`config.mk`:
```
export PLATFORM = sky130hd
export DESIGN_NAME = perceptron_train_ctrl
export DESIGN_NICKNAME = d
export VERILOG_FILES = /design/src/rtl/perceptron_pkg.sv /design/src/rtl/perceptron_train_ctrl.sv
export SDC_FILE = /design/constraint.sdc
export NUM_CORES = 1
export LEC_CHECK = 0
export BUFFER_PORTS_ARGS = -buffer_cell sky130_fd_sc_hd__buf_4
export CELL_PAD_IN_SITES_DETAIL_PLACEMENT = 0
export CELL_PAD_IN_SITES_GLOBAL_PLACEMENT = 1
export CORE_UTILIZATION = 35
export DETAILED_ROUTE_END_ITERATION = 7
export PLACE_DENSITY = 0.79
export SLEW_MARGIN = 20
export SYNTH_ARGS = -nofsm -noshare
export SYNTH_HDL_FRONTEND = slang
export SYNTH_SLANG_ARGS = --single-unit
export TNS_END_PERCENT = 10
```
`constraint.sdc`:
```
create_clock -name clk -period 2.9 [get_ports clk]
set_input_delay 0.145 -clock clk [delete_from_list [all_inputs] [get_ports clk]]
set_output_delay 0.145 -clock clk [all_outputs]
set_load 0.02 [all_outputs]
```
`src/rtl/perceptron_pkg.sv`:
```
// ============================================================
// perceptron_pkg: shared types and constants for perceptron training control
// Revision 1.0
// ============================================================
`default_nettype none

package perceptron_pkg;

  localparam int DEF_N_SAMPLES_MAX = 4;
  localparam int DEF_INP_DIM       = 2;
  localparam int DEF_EPOCH_W       = 4;

  typedef enum logic [2:0] {
    S_IDLE      = 3'd0,
    S_FETCH     = 3'd1,
    S_LATCH     = 3'd2,
    S_ISSUE     = 3'd3,
    S_WAIT_RSP  = 3'd4,
    S_UPDATE    = 3'd5,
    S_EPOCH_END = 3'd6,
    S_DONE      = 3'd7
  } state_t;

  localparam logic signed [1:0] DELTA_POS = 2'sb01;
  localparam logic signed [1:0] DELTA_NEG = 2'sb11;

  // A mismatch means act == !y, so the error sign follows the label alone.
  function automatic logic signed [1:0] miss_delta(input logic y);
    return y ? DELTA_POS : DELTA_NEG;
  endfunction

endpackage

`default_nettype wire

```
`src/rtl/perceptron_train_ctrl.sv`:
```
// ============================================================
// perceptron_train_ctrl: sequences training epochs over the sample store
// Revision 1.0
// ============================================================
`default_nettype none

module perceptron_train_ctrl
  import perceptron_pkg::*;
#(
  parameter int N_SAMPLES_MAX = DEF_N_SAMPLES_MAX,
  parameter int INP_DIM       = DEF_INP_DIM,
  parameter int EPOCH_W       = DEF_EPOCH_W,
  localparam int AW = (N_SAMPLES_MAX > 1) ? $clog2(N_SAMPLES_MAX) : 1,
  localparam int XW = 8 * INP_DIM
) (
  input  logic               clk,
  input  logic               rst,
  input  logic               start,
  input  logic [AW:0]        n_samples,
  input  logic [EPOCH_W-1:0] max_epochs,
  output logic               smp_rd_en,
  output logic [AW-1:0]      smp_addr,
  input  logic [XW-1:0]      smp_x,
  input  logic               smp_y,
  output logic               mac_req_valid,
  input  logic               mac_req_ready,
  output logic [XW-1:0]      mac_x,
  input  logic               mac_rsp_valid,
  input  logic               mac_rsp_act,
  output logic               upd_valid,
  output logic [1:0]         upd_delta,
  output logic [XW-1:0]      upd_x,
  output logic               busy,
  output logic               done,
  output logic               converged,
  output logic [EPOCH_W-1:0] epoch_cnt,
  output logic [AW:0]        err_cnt
);

  state_t              state, state_nxt;
  logic [AW-1:0]       idx, last_idx;
  logic [EPOCH_W-1:0]  max_ep, epoch_r;
  logic [AW:0]         err_r;
  logic                conv_r;
  logic [XW-1:0]       x_lat;
  logic                y_lat;
  logic signed [1:0]   delta_r;

  logic [AW:0]         ns_eff;
  logic [EPOCH_W-1:0]  me_eff;
  logic                rsp_miss;
  logic                last_smp;
  logic [EPOCH_W:0]    epoch_inc;
  logic                ep_limit;

  always_comb begin
    if (n_samples == '0) begin
      ns_eff = (AW+1)'(1);
    end else if (n_samples > (AW+1)'(N_SAMPLES_MAX)) begin
      ns_eff = (AW+1)'(N_SAMPLES_MAX);
    end else begin
      ns_eff = n_samples;
    end
    me_eff = (max_epochs == '0) ? EPOCH_W'(1) : max_epochs;
  end

  assign rsp_miss  = mac_rsp_valid && (mac_rsp_act != y_lat);
  assign last_smp  = (idx == last_idx);
  // One bit wider so the limit compare cannot alias when epoch_r is all ones.
  assign epoch_inc = {1'b0, epoch_r} + (EPOCH_W+1)'(1);
  assign ep_limit  = (epoch_inc == {1'b0, max_ep});

  always_comb begin
    state_nxt     = state;
    smp_rd_en     = 1'b0;
    mac_req_valid = 1'b0;
    upd_valid     = 1'b0;
    case (state)
      S_IDLE, S_DONE: begin
        if (start) state_nxt = S_FETCH;
      end
      S_FETCH: begin
        smp_rd_en = 1'b1;
        state_nxt = S_LATCH;
      end
      S_LATCH: state_nxt = S_ISSUE;
      S_ISSUE: begin
        mac_req_valid = 1'b1;
        if (mac_req_ready) state_nxt = S_WAIT_RSP;
      end
      S_WAIT_RSP: begin
        if (mac_rsp_valid) begin
          if (rsp_miss)      state_nxt = S_UPDATE;
          else if (last_smp) state_nxt = S_EPOCH_END;
          else               state_nxt = S_FETCH;
        end
      end
      S_UPDATE: begin
        upd_valid = 1'b1;
        state_nxt = last_smp ? S_EPOCH_END : S_FETCH;
      end
      S_EPOCH_END: state_nxt = ((err_r == '0) || ep_limit) ? S_DONE : S_FETCH;
      default: state_nxt = S_IDLE;
    endcase
  end

  always_ff @(posedge clk) begin
    if (rst) begin
      state    <= S_IDLE;
      idx      <= '0;
      last_idx <= '0;
      max_ep   <= '0;
      epoch_r  <= '0;
      err_r    <= '0;
      conv_r   <= 1'b0;
      x_lat    <= '0;
      y_lat    <= 1'b0;
      delta_r  <= '0;
    end else begin
      state <= state_nxt;
      case (state)
        S_IDLE, S_DONE: begin
          if (start) begin
            idx      <= '0;
            last_idx <= AW'(ns_eff - (AW+1)'(1));
            max_ep   <= me_eff;
            epoch_r  <= '0;
            err_r    <= '0;
            conv_r   <= 1'b0;
          end
        end
        S_LATCH: begin
          x_lat <= smp_x;
          y_lat <= smp_y;
        end
        S_WAIT_RSP: begin
          if (mac_rsp_valid) begin
            if (rsp_miss) begin
              delta_r <= miss_delta(y_lat);
              if (err_r != '1) err_r <= err_r + (AW+1)'(1);
            end else if (!last_smp) begin
              idx <= idx + AW'(1);
            end
          end
        end
        S_UPDATE: begin
          if (!last_smp) idx <= idx + AW'(1);
        end
        S_EPOCH_END: begin
          if (epoch_r != '1) epoch_r <= epoch_r + EPOCH_W'(1);
          if (err_r == '0) begin
            conv_r <= 1'b1;
          end else if (!ep_limit) begin
            idx   <= '0;
            err_r <= '0;
          end
        end
        default: ;
      endcase
    end
  end

  assign smp_addr  = smp_rd_en     ? idx     : '0;
  assign mac_x     = mac_req_valid ? x_lat   : '0;
  assign upd_x     = upd_valid     ? x_lat   : '0;
  assign upd_delta = upd_valid     ? delta_r : 2'b00;
  assign busy      = (state != S_IDLE) && (state != S_DONE);
  assign done      = (state == S_DONE);
  assign converged = conv_r;
  assign epoch_cnt = epoch_r;
  assign err_cnt   = err_r;

endmodule

`default_nettype wire

```
==> results of run 1 <==
==> layout by cell type (no fill, tap or decap), types with 3 or more instances in the layout <==
cell type	n
ha_1	4
a211oi_1	6
buf_4	83
and3_1	20
and2_1	20
nor2b_1	6
nand3_1	8
inv_1	5
nor2_1	22
nand2_1	42
nor3_1	7
or3_1	3
a21oi_1	30
clkbuf_8	6
dfxtp_1	38
xor2_1	5
mux2i_1	3
nand2b_1	3
o21ai_0	12
==> power by group through the flow <==
stage	registers [uW]	logic [uW]	clock network (uW)
final	563	186	382
after global routing	566	207	424
after CTS	563	187	398
after detailed placement	575	186	0
after global placement	575	186	0
after floorplan	563	126	0
==> worst paths after layout <==
path | cells past startpoint | endpoint
setup / recovery | 6 | idx[0]
hold / removal | 3 | max_ep[1]
setup reg to reg | 6 | idx[0]
hold reg to reg | 2 | x_lat[15]
==> kinds of logic after synthesis <==
group	share of synthesized area, %
and+or+nand+nor	34.9
AOI/OAI and AO/OA	17.1
DFF	34.6
buffers and inverters	5.12
xor gates and xnor gates	3.87
muxes	2.05
adders and majority gates	2.28
==> routing by layer <==
metal	GRT usage [%]	share of wire (%)	up-vias
li1	-	-	1126
met1	25.5	47	977
met2	30.3	46	53
met3	5.06	5.5	4
met4	4.29	0.84	0
met5	0	0	-
==> sequential cells by signal, summed over array words and instances (netlist names) <==
name       count
max_ep         4
converged      1
err_cnt        3
y_lat          1
state          3
x_lat         16
last_idx       2
idx            2
delta_r        2
epoch_cnt      4
==> layout make-up <==
cell class,count,area [sq um],share of cell area (%)
Clock inverter,2,12.5,0.429
Tap cell,75,93.8,3.22
Clock buffer,6,82.6,2.83
Inverter,5,18.8,0.644
Timing Repair Buffer,83,623,21.4
Sequential cell,38,761,26.1
Multi-Input combinational cell,223,1330,45.4
==> critical path, stage by stage (launching register included) <==
cell and delay (ps):
dfxtp_1 360, ha_1 260, and3_2 240, or4_4 560, nor3_4 290, nor3_2 90
mux2_4 300
==> stage by stage <==
stage	hold slack, ps	utilization [%]	instance area (sq um)
2_1_floorplan	281	-	2200
3_3_place_gp	391	47.1	2820
3_5_place_dp	398	47.1	2820
4_1_cts	90.9	48.7	2920
5_1_grt	87.0	48.7	2920
6_report	98.0	48.7	2920
==> out/results.tsv, run 1 <==
stage	metric	value	unit
sta	slew_headroom	56.7	%
route	wl	5940	microns
pwr	pwr-share-comb	16.5	%
floorplanning	core	5990	sq um
floorplanning	die_h	81.3	microns
synthesis	synth_top_cell_area_share	34.6	%
worst_setup_path	r2r-start	epoch_cnt[0]	
worst_setup_path	crit_path_max_fanout	8	
pwr	clock_power_share	33.8	%
route	drtAntennaViolNets	0	
pwr	power.internal	815	uW
route	vias	2160	
synthesis	synth_commonest_cells	nand2_1, dfxtp_1, a21oi_1	
place	pre_cts_ws	694	ps
sta	max_freq	0.452	GHz
cts	cts_tree	yes	
layout	antennaDiodeCount	0	
synthesis	synth_edf_count	0	
synthesis	seq_area_frac_synth	34.6	%
sta	fin_ws	690	ps
pwr	power_frac_seq	49.8	%
route	via_per_inst	5.00	
layout	fillerInstances	601	
worst_hold_path	hp-class	primary input to flip-flop	
synthesis	yosysUniqueCellTypes	48	
synthesis	syn_area	2200	sq um
synthesis	ys_top_cells_by_area	dfxtp_1, nand2_1, a21oi_1, and2_1, and3_1	
sta	skew	5.94	ps
run	maxCapViolations	0	
place	io_buffers	78	
layout	nets	390	
synthesis	ys_ff_latch	38	
cts	clockRootBuffer	clkbuf_8	
pwr	p_sw_share	28.0	%
cts	numCtsBuffers	5	
cts	post_cts_buffers	0	
run_status	outcome	complete, no violations	
floorplanning	rows	28	
layout	layout-drive-gt1-share	28.3	%
cts	cts_sinks	38	
sta	hold_viol_final	0	
place	gp_congestion	0.813	
pwr	peakVddDrop	0.220	mV
sta	grt_setup_unrepaired	no	
synthesis	synthFlopType	dfxtp_1	
worst_setup_path	cp-startpoint	epoch_cnt[0]	
worst_hold_path	min_from	max_epochs[1]	
layout	syn_to_final_growth	32.7	%
place	dpl.hpwl	4340	microns
sta	drv_slew	0	
grt	grt_pass1_wl	9650	microns
sta	timing.final.crit_share	76.2	%
worst_setup_path	required	3090	ps
route	first_iter_violations	172	
synthesis	synth_area_per_cell	7.71	sq um
synthesis	synth_nets	319	
worst_setup_path	cp-start-kind	flip-flop	
floorplanning	die_area	6600	sq um
grt	grt_pass1_vias	2005	
worst_setup_path	path_class	flip-flop to flip-flop	
worst_setup_path	crit_arrival	2400	ps
cts	htree_levels	2	
sta	worst_pin_slew	649	ps
cts	cts_buffer_depth	2	
layout	stdcell_count	432	
route	wl_per_cell	13.7	microns
grt	antenna_found_initial	0	
place	dpl.cell_count	424	
pwr	p_sw	316	uW
sta	layout_min_cycle_time	2210	ps
sta	fin_tns_setup	0	ps
cts	path_clk_slew	80	ps
grt	grt_max_degree	42	
route	drcViolationCount	0	
synthesis	ys_warn_count	0	
pwr	leakage	0.00135	uW
synthesis	syn_inst	285	
floorplanning	die_w	81.3	microns
grt	grt_usage	19.0	%
synthesis	async_flop_share	0	%
floorplanning	design.portCount	79	
synthesis	synthMostInstantiatedCell	nand2_1	
pwr	p_per_area	388	nW/um^2
route	first_pass_iters	4	
grt	grt_overflow	0	
cts	postCtsResizedCells	0	
pwr	total_power	1130	uW
cts	clock_latency	290	ps
worst_setup_path	ff2ff_setup_slack	690	ps
cts	hold_buffers	0	
sta	finalSetupViolCount	0	
worst_setup_path	critPathCaptureType	flip-flop	
floorplanning	start_util	36.7	%
synthesis	synth_top_cell_by_area	dfxtp_1	
Power figures use the tool's default switching activity.
==> inputs of run 2 (changes only) <==
--- a/config.mk
+++ b/config.mk
@@ -8,9 +8,9 @@
 export BUFFER_PORTS_ARGS = -buffer_cell sky130_fd_sc_hd__buf_4
 export CELL_PAD_IN_SITES_DETAIL_PLACEMENT = 0
 export CELL_PAD_IN_SITES_GLOBAL_PLACEMENT = 1
-export CORE_UTILIZATION = 35
+export CORE_UTILIZATION = 32
 export DETAILED_ROUTE_END_ITERATION = 7
-export PLACE_DENSITY = 0.79
+export PLACE_DENSITY = 0.76
 export SLEW_MARGIN = 20
 export SYNTH_ARGS = -nofsm -noshare
 export SYNTH_HDL_FRONTEND = slang
==> constraint.sdc (replaced) <==
create_clock -name clk -period 1.9 [get_ports clk]
set_input_delay 0.095 -clock clk [delete_from_list [all_inputs] [get_ports clk]]
set_output_delay 0.095 -clock clk [all_outputs]
set_load 0.02 [all_outputs]
==> run 2 against run 1 <==
  * The flow now finishes with violations (design-rule violations, negative setup slack)
  * Combinational power increased by 78%
  * Maximum frequency increased by 16%
  * Sequential share of layout area decreased by 1.7 points
  * Via count increased by 6.4%
  * Cell count increased by 5.1%
  * Clock power increased by 53%
  * Register-to-register slack got worse by 700 ps
  * Die area increased by 9.1%
  * Final area increased by 8.0%
  * Power increased by 56%
  * Largest power group unchanged
==> out/results.tsv, run 2 (synthesized netlist as in run 1, its figures left out) <==
stage	metric	value	unit
floorplanning	design.portCount	79	
run_status	outcome	finished, violations left	
route	wl	6360	microns
sta	skew	7.93	ps
cts	numCtsBuffers	5	
place	dpl.cell_count	446	
pwr	p_sw_share	28.0	%
layout	utilization	48.5	%
worst_hold_path	hp-class	primary input to flip-flop	
grt	grt_pass1_wl	10400	microns
route	drcViolationCount	1	
pwr	leakage	0.00146	uW
run_status	violations	design-rule violations, negative setup slack	
layout	antennaDiodeCount	0	
sta	max_freq	0.525	GHz
layout	final_cell_mix	buf_4, nand2_1, dfxtp_1	
floorplanning	die_area	7210	sq um
cts	clockRootBuffer	clkbuf_8	
route	first_iter_violations	107	
cts	clock_latency	290	ps
grt	grt.busiest_layer	met2	
worst_setup_path	crit_arrival	2060	ps
sta	drv_slew	0	
worst_setup_path	required	2050	ps
cts	cts_tree	yes	
worst_setup_path	crit_chain	ha_4 -> buf_6 -> xor3_1 -> or4_4 -> or3_4 -> nand3_2 -> a21oi_1	
cts	path_clk_slew	80	ps
place	io_buffers	78	
pwr	p_sw	496	uW
worst_hold_path	worstHoldPathCells	3	
sta	hold_viol_final	0	
grt	use_met1	23.1	%
pwr	p_per_area	561	nW/um^2
worst_setup_path	slowest_delay	450	ps
worst_setup_path	ff2ff_setup_slack	-6	ps
grt	grt_overflow	0	
worst_setup_path	crit_buf_inv	1	
floorplanning	core	6490	sq um
layout	syn_to_final_growth	43.3	%
layout	layout-drive-gt1-share	35.5	%
floorplanning	rows	29	
grt	antenna_found_initial	0	
worst_setup_path	crit_path_max_fanout	4	
layout	stdcell_count	454	
floorplanning	die_w	84.9	microns
cts	htree_levels	2	
sta	slew_headroom	61.1	%
cts	cts_sinks	38	
layout	largest_register_ffs	16	
worst_setup_path	cp-start-kind	flip-flop	
cts	cts_buffer_depth	2	
grt	grt_util_met3	4.09	%
run	maxCapViolations	0	
route	first_pass_iters	8	
pwr	power_frac_seq	48.1	%
grt	grt_usage	18.0	%
floorplanning	start_util	33.8	%
pwr	total_power	1770	uW
sta	fin_ws	-5.60	ps
pwr	peakVddDrop	0.266	mV
route	vias	2298	
place	gp_congestion	0.866	
route	via_per_inst	5.06	
sta	timing.final.crit_share	100	%
pwr	power.internal	1270	uW
layout	top_register	x_lat	
pwr	pwr-share-comb	18.8	%
worst_setup_path	path_class	flip-flop to flip-flop	
worst_setup_path	reg2reg_depth	7	
worst_setup_path	critPathCaptureType	flip-flop	
pwr	clock_power_share	33.1	%
route	drtAntennaViolNets	0	
sta	worst_pin_slew	583	ps
worst_setup_path	cpLargestDelayFamily	simple AND/OR/NAND/NOR gates	
worst_setup_path	worst-path-stages	7	
place	dpl.hpwl	4600	microns
sta	layout_min_cycle_time	1910	ps
grt	grt_pass1_vias	2183	
sta	grt_setup_unrepaired	yes	
grt	grt_max_degree	41	
route	wl_per_cell	14.0	microns
worst_setup_path	cp_slowest_cell	or4_4	
layout	mostFrequentLayoutCell	buf_4	
layout	nets	410	
grt	grt.met2_usage	30.4	%
cts	post_cts_buffers	0	
sta	finalSetupViolCount	2	
floorplanning	die_h	84.9	microns
==> run 2: changes by cell type in the layout (fill, tap and decap cells not counted), sizes merged <==
cell and change:
buf +20
==> run 2: path summary, 6_finish.rpt <==
| kind | startpoint | endpoint |
|---|---|---|
| max | epoch_cnt[0] | err_cnt[1] |
| min | smp_x[8] | x_lat[8] |
| max reg2reg | epoch_cnt[0] | err_cnt[1] |
| min reg2reg | x_lat[12] | x_lat[12] |
==> run 2: area by class of cell <==
| class | count | area, sq um |
|---|---|---|
| Tap cell | 77 | 96.3 |
| Timing Repair Buffer | 103 | 790 |
| Inverter | 5 | 18.8 |
| Clock inverter | 2 | 12.5 |
| Clock buffer | 6 | 82.6 |
| Fill cell | 656 | 3350 |
| Sequential cell | 38 | 768 |
| Multi-Input combinational cell | 223 | 1380 |
==> run 2: stage by stage <==
stage / area [sq um] / setup slack [ps] / setup TNS (ps) / hold slack, ps
after detailed placement: 3000 / -29.4 / -74.9 / 347
after CTS: 3110 / -13.7 / -26.4 / 39.8
after global placement: 3000 / -13.3 / -30.1 / 341
after global routing: 3150 / -73.1 / -304 / 30.6
after floorplan: 2220 / -88.3 / -140 / 231
final: 3150 / -5.60 / -8.49 / 48.1
==> run 2: per-layer routing <==
layer | wire [microns] | vias to the layer above
met4 | 55 | 0
li1 | - | 1168
met3 | 277 | 4
met2 | 3060 | 46
met5 | 0 | -
met1 | 2970 | 1080
==> run 2: power by group through the flow <==
stage                     Clock, uW  Sequential (uW)  Combinational (uW)
after floorplan                   0              858                 194
after global placement            0              868                 324
final                           584              851                 332
after CTS                       603              850                 328
after global routing            649              855                 368
after detailed placement          0              869                 326
==> run 2: worst min-delay path: cells and delay by family <==
kind	cells	cell delay (ps)
buffers and inverters	1	110
AOI/OAI and AO/OA	1	50
and+or+nand+nor	1	40
==> run 2: timing repair <==
action | CTS | global route
setup endpoints to repair | 5 | 23
hold endpoints to repair | 0 | 0
gates resized for setup | 2 | 10
pin swaps | 0 | 3
hold buffers | 0 | 0
==> inputs of run 3 (changes only) <==
--- a/config.mk
+++ b/config.mk
@@ -5,12 +5,15 @@
 export SDC_FILE = /design/constraint.sdc
 export NUM_CORES = 1
 export LEC_CHECK = 0
+export ABC_AREA = 1
 export BUFFER_PORTS_ARGS = -buffer_cell sky130_fd_sc_hd__buf_4
 export CELL_PAD_IN_SITES_DETAIL_PLACEMENT = 0
 export CELL_PAD_IN_SITES_GLOBAL_PLACEMENT = 1
-export CORE_UTILIZATION = 32
+export CORE_MARGIN = 2
+export CORE_UTILIZATION = 30
 export DETAILED_ROUTE_END_ITERATION = 7
-export PLACE_DENSITY = 0.76
+export GPL_ROUTABILITY_DRIVEN = 1
+export PLACE_DENSITY = 0.75
 export SLEW_MARGIN = 20
 export SYNTH_ARGS = -nofsm -noshare
 export SYNTH_HDL_FRONTEND = slang
==> run 3 against run 2 <==
  * Power increased by 95%
  * Die area grew 6.9%
  * Highest routed layer unchanged
  * Largest cell class unchanged
  * Sequential cell count is the same
  * The flow now finishes without violations
  * Critical path type is now flip-flop to output port
==> out/results.tsv, run 3 <==
stage	metric	value	unit
grt	grt_overflow	0	
sta	fin_ws	138	ps
place	dpl.cell_count	495	
sta	skew	9.66	ps
worst_hold_path	whs_endpoint	max_ep[2]	
sta	hold_viol_final	0	
worst_hold_path	worstHoldPathCells	3	
sta	worst_pin_slew	365	ps
pwr	peakVddDrop	0.413	mV
cts	clockRootBuffer	clkbuf_8	
worst_setup_path	cpLargestDelayFamily	buffers and inverters	
cts	post_cts_buffers	0	
worst_setup_path	cp-start-kind	flip-flop	
synthesis	ys_top_cells_by_area	dfxtp_1, a21oi_1, nor2_1, nand2_1, inv_1	
place	gp_congestion	0.824	
worst_setup_path	ff2ff_setup_slack	220	ps
place	io_buffers	78	
layout	final_cell_mix	buf_4, nor2_1, nand2_1	
worst_hold_path	min_from	max_epochs[2]	
worst_setup_path	r2r_end	err_cnt[2]	
sta	slew_headroom	75.6	%
synthesis	synthFlopType	dfxtp_1	
layout	largest_register_ffs	16	
pwr	total_power	3440	uW
route	vias	2271	
sta	finalSetupViolCount	0	
synthesis	synth_area_per_cell	6.44	sq um
synthesis	ys_warn_count	0	
synthesis	async_flop_share	0	%
worst_setup_path	critPathCaptureType	output port	
worst_setup_path	crit_chain	buf_4 -> nand3_1 -> buf_4 -> nor2_1 -> buf_4	
worst_setup_path	path_class	flip-flop to output port	
pwr	leakage	0.00137	uW
place	dpl.hpwl	4550	microns
floorplanning	die_w	87.8	microns
worst_setup_path	crit_arrival	1670	ps
floorplanning	rows	30	
run_status	outcome	complete, no violations	
worst_setup_path	cp_slowest_cell	dfxtp_1	
cts	path_clk_slew	70	ps
layout	multi_input_area	1090	sq um
synthesis	synthMostInstantiatedCell	nor2_1	
worst_setup_path	slowest_delay	470	ps
route	drcViolationCount	0	
sta	grt_setup_unrepaired	no	
layout	top_register	x_lat	
floorplanning	core	6790	sq um
layout	syn_to_final_growth	36.8	%
sta	timing.final.crit_share	92.7	%
grt	grt_pass1_vias	2011	
synthesis	seq_area_frac_synth	36.1	%
worst_setup_path	crit_buf_inv	3	
synthesis	synth_nets	361	
grt	grt_max_degree	35	
cts	cts_tree	yes	
layout	layout-drive-gt1-share	28.1	%
layout	fillerInstances	740	
route	wl	5950	microns
route	first_iter_violations	121	
cts	htree_levels	2	
sta	layout_min_cycle_time	1760	ps
worst_setup_path	required	1800	ps
route	first_pass_iters	4	
route	wl_per_cell	11.9	microns
synthesis	synth_edf_count	0	
grt	antenna_found_initial	0	
worst_setup_path	crit_top_cell	buf_4	
grt	grt_usage	15.3	%
layout	nets	440	
floorplanning	start_util	31.0	%
route	via_per_inst	4.52	
floorplanning	design.portCount	79	
synthesis	synth_top_cell_area_share	36.1	%
cts	hold_buffers	0	
route	drtAntennaViolNets	0	
sta	drv_slew	0	
cts	postCtsResizedCells	0	
grt	grt_pass1_wl	9270	microns
place	pre_cts_ws	247	ps
synthesis	syn_area	2110	sq um
cts	clock_latency	290	ps
layout	stdcell_count	502	
cts	cts_buffer_depth	2	
layout	mostFrequentLayoutCell	buf_4	
worst_setup_path	reg2reg_depth	9	
synthesis	synth_top_cell_by_area	dfxtp_1	
sta	max_freq	0.567	GHz
run	maxCapViolations	0	
synthesis	synth_commonest_cells	nor2_1, nand2_1, inv_1	
worst_setup_path	crit_path_max_fanout	17	
sta	fin_tns_setup	0	ps
layout	seq_area	761	sq um
layout	antennaDiodeCount	0	
synthesis	ys_ff_latch	38	
synthesis	syn_inst	327	
synthesis	yosysUniqueCellTypes	27	
cts	cts_sinks	38	
worst_setup_path	r2r-start	state[0]	
worst_hold_path	hp-class	primary input to flip-flop	
floorplanning	die_h	87.8	microns
cts	numCtsBuffers	5	
pwr	p_per_area	1190	nW/um^2
floorplanning	die_area	7710	sq um
run 3: final cells by class:
class,instances,area share [%]
flip-flops and latches,38,26.4
well taps,96,4.17
clock inverters,2,0.347
inverters,54,7.03
clock buffers,5,2.39
repair buffers,84,21.9
multi-input cells,223,37.8
run 3: worst max path at each step:
stage | start | to | slack (ps) | cells after the start
final | state[2] | upd_x[14] | 140 | 5
after global routing | state[0] | upd_x[7] | 3 | 4
after CTS | state[2] | upd_delta[0] | 120 | 5
after detailed placement | epoch_cnt[0] | idx[0] | 250 | 12
after global placement | epoch_cnt[0] | idx[0] | 270 | 12
after floorplan | epoch_cnt[0] | idx[0] | 330 | 11
run 3: kinds of logic (layout without fill, tap and decap cells):
group	count (synthesis)	count (layout)	synth area share, %
simple gates	142	142	29.8
flops	38	38	36.1
compound gates	77	77	19.5
fa+ha+maj	4	4	2.38
buf+inv	66	145	12.2
run 3: report_power, final:
group | switching, uW | internal [uW] | total, uW
clock | 294 | 247 | 541
combinational | 1090 | 616 | 1700
sequential | 166 | 1030 | 1200
run 3: stage by stage:
step | hold WS (ps) | utilization (%) | instance area, sq um
detailed placement | 348 | 41.3 | 2800
finish | 48.6 | 42.4 | 2880
global route | 73.5 | 42.4 | 2880
floorplan | 230 | - | 2110
CTS | 46.1 | 42.4 | 2880
global placement | 334 | 41.3 | 2800
run 3: layer usage:
layer | vias up | track usage [%] | wire [microns]
li1 | 1197 | - | -
met1 | 1017 | 21.2 | 2800
met2 | 48 | 24.1 | 2830
met3 | 9 | 2.07 | 221
met4 | 0 | 5.87 | 110
met5 | - | 0 | 0
run 3: tightest hold or removal path: cells and delay by family:
family        cells  cell delay [ps]
buf+inv           1               90
simple gates      2              120
